--- config.mk ---
export PLATFORM = sky130hd
export DESIGN_NAME = shift_op_issuer
export DESIGN_NICKNAME = d
export VERILOG_FILES = /design/src/rtl/shift_op_issuer.sv
export SDC_FILE = /design/constraint.sdc
export NUM_CORES = 1
export LEC_CHECK = 0
export BUFFER_PORTS_ARGS = -buffer_cell sky130_fd_sc_hd__buf_2
export CAP_MARGIN = 20
export CORE_UTILIZATION = 28
export CTS_BUF_LIST = sky130_fd_sc_hd__clkbuf_2
export CTS_CLUSTER_DIAMETER = 40
export CTS_CLUSTER_SIZE = 12
export DETAILED_ROUTE_END_ITERATION = 8
export PLACE_DENSITY_LB_ADDON = 0.2
export SLEW_MARGIN = 0
export SYNTH_ARGS = -nofsm -noshare
export SYNTH_HDL_FRONTEND = slang
export SYNTH_SLANG_ARGS = --single-unit
--- constraint.sdc ---
create_clock -name clk -period 2.9 [get_ports clk]
set_input_delay 0.145 -clock clk [delete_from_list [all_inputs] [get_ports clk]]
set_output_delay 0.145 -clock clk [all_outputs]
set_load 0.005 [all_outputs]
--- src/rtl/shift_op_issuer.sv ---
// Queues shift commands and issues them one at a time to an external combinational barrel shifter.
// Result valid two edges after acceptance, held until taken; `define SHIFT_ISSUE_STATS_EN adds op_count.
module shift_op_issuer #(
  parameter int W     = 8,
  parameter int SW    = 3,
  parameter int DEPTH = 4
) (
  input  logic          clk,
  input  logic          rst_n,
  input  logic          in_valid,
  output logic          in_ready,
  input  logic [W-1:0]  in_din,
  input  logic [SW-1:0] in_shamt,
  input  logic          in_LR,
  input  logic          in_AL,
  output logic [W-1:0]  sh_din,
  output logic [SW-1:0] sh_shamt,
  output logic          sh_LR,
  output logic          sh_AL,
  input  logic [W-1:0]  sh_dout,
  output logic          out_valid,
  input  logic          out_ready,
`ifdef SHIFT_ISSUE_STATS_EN
  output logic [15:0]   op_count,
`endif
  output logic [W-1:0]  out_data
);

  localparam int AW = $clog2(DEPTH);
  localparam logic [AW:0] CNT_ONE  = (AW+1)'(1);
  localparam logic [AW:0] CNT_FULL = (AW+1)'(DEPTH);

  typedef struct packed {
    logic [W-1:0]  din;
    logic [SW-1:0] shamt;
    logic          lr;
    logic          al;
  } cmd_t;

  typedef enum logic [1:0] {IDLE, EXEC, HOLD} state_t;

  cmd_t          mem [DEPTH];
  cmd_t          in_cmd;
  cmd_t          head;
  logic [AW-1:0] wr_ptr;
  logic [AW-1:0] rd_ptr;
  logic [AW:0]   count;
  logic          push;
  logic          pop;
  logic          empty;
  logic          capture;
  logic          handshake;
  state_t        state;
  state_t        state_nxt;

  assign in_cmd    = '{din: in_din, shamt: in_shamt, lr: in_LR, al: in_AL};
  assign head      = mem[rd_ptr];
  assign empty     = (count == '0);
  assign in_ready  = (count != CNT_FULL);
  assign push      = in_valid && in_ready;
  assign handshake = out_valid && out_ready;

  // Storage carries no reset; the pointers alone define what is live.
  always_ff @(posedge clk) begin
    if (push) mem[wr_ptr] <= in_cmd;
  end

  always_ff @(posedge clk or negedge rst_n) begin
    if (!rst_n) begin
      wr_ptr <= '0;
      rd_ptr <= '0;
      count  <= '0;
    end else begin
      if (push) wr_ptr <= wr_ptr + AW'(1);
      if (pop)  rd_ptr <= rd_ptr + AW'(1);
      if (push && !pop)      count <= count + CNT_ONE;
      else if (pop && !push) count <= count - CNT_ONE;
    end
  end

  always_ff @(posedge clk or negedge rst_n) begin
    if (!rst_n) state <= IDLE;
    else        state <= state_nxt;
  end

  always_comb begin
    state_nxt = state;
    pop       = 1'b0;
    capture   = 1'b0;
    case (state)
      IDLE: begin
        if (!empty) begin
          pop       = 1'b1;
          state_nxt = EXEC;
        end
      end
      EXEC: begin
        capture   = 1'b1;
        state_nxt = HOLD;
      end
      HOLD: begin
        if (handshake) begin
          pop       = !empty;
          state_nxt = empty ? IDLE : EXEC;
        end
      end
      default: state_nxt = IDLE;
    endcase
  end

  // The EXEC cycle gives the shifter a full period between sh_* and the capture.
  always_ff @(posedge clk or negedge rst_n) begin
    if (!rst_n) begin
      sh_din    <= '0;
      sh_shamt  <= '0;
      sh_LR     <= 1'b0;
      sh_AL     <= 1'b0;
      out_valid <= 1'b0;
      out_data  <= '0;
    end else begin
      if (pop) begin
        sh_din   <= head.din;
        sh_shamt <= head.shamt;
        sh_LR    <= head.lr;
        sh_AL    <= head.al;
      end
      if (capture) begin
        out_data  <= sh_dout;
        out_valid <= 1'b1;
      end else if (handshake) begin
        out_valid <= 1'b0;
      end
    end
  end

`ifdef SHIFT_ISSUE_STATS_EN
  always_ff @(posedge clk or negedge rst_n) begin
    if (!rst_n)         op_count <= '0;
    else if (handshake) op_count <= op_count + 16'd1;
  end
`endif

endmodule
==> results by group <==
Run status
  – Status: finished clean

Logic synthesis
  – Syn nets: 206
  – Mapped Cells: 175
  – Post-Synthesis Mean Instance Area: 18.6 sq um
  – #FFs+latches synth: 83
  – Top post-synthesis cells by area: edfxtp_1 (48%), dfrtp_1 (24%), mux4_2 (5.5%)
  – Library cells used by synthesis: 26
  – Seq/Total Area, Yosys: 71.7%
  – Synth area leader: edfxtp_1
  – Top cell type's share of synthesized area: 47.9%
  – Synthesized area: 3260 sq um
  – Ys Warns: 0

Job
  – MaxCap Viol Count: 0

Place
  – Placed cell area: 3650 sq um
  – I/O Buffers: 47
  – Routability cong.: 0.657
  – Final HPWL from detailed placement: 3620 um

Timing
  – Fin Setup TNS: 0 ns
  – Final Max Tran Viols: 0
  – Worst-case clock skew: 0.0342 ns
  – Setup violations, final: 0
  – F_max: 481 MHz
  – Slew @ Worst Pin: 0.760 ns
  – Max transition margin: 49.3%
  – Tightest hold margin: 0.0747 ns
  – Final period utilization: 71.7%
  – Final number of hold-violating endpoints: 0
  – Tmin final: 2.08 ns
  – RSZ-0062 raised after global routing: no

Worst setup path
  – Startpoint types: flop
  – Crit path capture type: flop
  – CP bufs+invs: 2
  – Critical Path Max Stage Delay: 0.48 ns
  – Worst Path Required: 3.37 ns
  – CP top delay family: simple AND/OR/NAND/NOR gates
  – Crit path DAT: 2.55 ns
  – Crit-path max FO: 4
  – R2R setup slack: 0.82 ns
  – CP Class: flop to flop
  – Critical Path Slowest Stage Cell: dfrtp_1
  – CP cell instances: nor3_1 -> nor3_4 -> inv_1 -> ha_1 -> inv_1 -> fa_1 -> xor2_1 -> nor2_1 -> xor2_1

Pwr
  – Total power: 3.81 mW
  – Max VDD drop: 354 uV
  – Leakage: 1.61 nW
  – Power Density: 956 nW/um^2

Finish
  – Fillers: 1089
  – Final Cell Area: 3990 sq um
  – Diodes inserted: 0
  – Fin nets: 285
  – Commonest non-fill, non-tap cell in the layout: edfxtp_1
  – Commonest non-fill, non-tap cells in the layout: edfxtp_1 (52), buf_2 (47), dfrtp_1 (31), nand2_1 (25), dlygate4sd3_1 (23)
  – Layout cells sized above 1: 35.5%
  – Area growth syn-to-layout: 22.5%

CTS
  – Clock slew at reported path FFs: 0.22 ns
  – CTS Buf Count: 9
  – # clock sinks: 83
  – H-tree levels: 3
  – CTS max path bufs: 2
  – Clock latency on the worst-skew pair: 0.52 ns
  – CTS tree: yes
  – Root buffer cell: clkbuf_2

Floorplan
  – Die width: 110 um
  – Row count: 39
  – Initial Util: 28.7%
  – Die height: 110 um
  – Die Area: 12100 sq um
  – Total core area: 11400 sq um
  – Total I/O pin count: 48

Drt
  – Drt drc: 0
  – WL/cell: 14.3 um
  – Total wire length: 5750 um
  – Pre-antenna DRT Iters: 4
  – Routed Antenna Nets: 0
  – Vias: 1660
  – DR vias/cell: 4.13
  – Initial DRC Count: 45

Hold path
  – Hold Path Class: input pin to flop

Global routing
  – First-pass GRT wire length: 8830 um
  – Vias in the first global route: 1653
  – Largest net degree at the start of global routing: 32
  – Initial antenna violation count: 0
  – GRT Util Overall: 10.4%
  – Grt ovf: 0
[metrics by stage]
stage,std cells,util (%),setup WS [ns]
4_1_cts,402,35.1,0.780
6_report,402,35.1,0.821
3_3_place_gp,363,32.1,0.897
5_1_grt,402,35.1,0.712
2_1_floorplan,175,-,0.769
3_5_place_dp,363,32.1,0.819
[final cells by class]
type / count / area (sq um) / share of cell area, %
Sequential cell: 83 / 2340 / 58.6
Multi-Input combinational cell: 80 / 843 / 21.1
Timing Repair Buffer: 74 / 495 / 12.4
Tap cell: 143 / 179 / 4.48
Clock inverter: 6 / 63.8 / 1.60
Clock buffer: 10 / 50.0 / 1.25
Inverter: 6 / 22.5 / 0.564
[where the power goes]
part           internal, mW  switching, mW  total, mW
Sequential             1.65          0.242       1.89
Combinational         0.753          0.577       1.33
Clock                 0.202          0.391      0.593
Total                  2.61           1.21       3.81
[layer usage]
metal | routed length [um] | part of all wire, % | vias up | global-route usage (%)
met5 | 0 | 0 | - | 0
met4 | 64 | 1.1 | 0 | 3.14
met3 | 316 | 5.5 | 5 | 4.27
met2 | 2740 | 48 | 46 | 17.5
met1 | 2630 | 46 | 799 | 12.1
li1 | - | - | 810 | -
[worst reg2reg max path: stages (launching register included)]
cell and delay, ns:
dfrtp_1 0.48, nor3_1 0.42, nor3_4 0.05, inv_1 0.06, ha_1 0.17, inv_1 0.06
fa_1 0.37, xor2_1 0.15, nor2_1 0.11, xor2_1 0.15
[flip-flops by register name, indices dropped and copies added, names as in the netlist]
name and cells:
mem 52, state 2, rd_ptr 2, sh_shamt 3, out_data 8, wr_ptr 2, sh_AL 1, sh_LR 1
out_valid 1, sh_din 8, count 3
[cells by family after synthesis]
logic type	share of synthesized area (%)
multiplexers	15.7
flip-flops	71.7
AO/OA/AOI/OAI	0.883
XOR/XNOR	1.61
AND/OR/NAND/NOR	5.18
adder cells (fa/ha/maj)	2.53
buffers and inverters	2.38
[repair_timing]
item	in CTS	in global routing
hold endpoints to repair	93	0
buffers inserted	0	0
hold buffers	23	0
resized for setup	0	0
[synthesized netlist by cell type (all sizes together)]
cell type and count:
o21ai 2, nor4b 1, mux4 13, xor2 4, fa 1, nand2 25
clkbuf 2, mux2 15, nor2 2, nor3 2, buf 4, nand2b 1
nor2b 1, ha 5, a21boi 2, inv 6, xnor2 2, edfxtp 52
dfrtp 31, and2 4
[path summary, 6_finish.rpt]
check,to,startpoint,depth (start not counted)
setup / recovery,count[2]$_DFFE_PN0P_,count[0]$_DFFE_PN0P_,9
hold / removal,wr_ptr[0]$_DFFE_PN0P_,in_valid,3
setup reg to reg,count[2]$_DFFE_PN0P_,count[0]$_DFFE_PN0P_,9
hold reg to reg,out_data[7]$_DFFE_PN0P_,out_data[7]$_DFFE_PN0P_,2
max in group asynchronous,sh_din[1]$_DFFE_PN0P_,rst_n,2
min in group asynchronous,count[2]$_DFFE_PN0P_,rst_n,2
No activity file was read; power rests on OpenSTA's default activity.
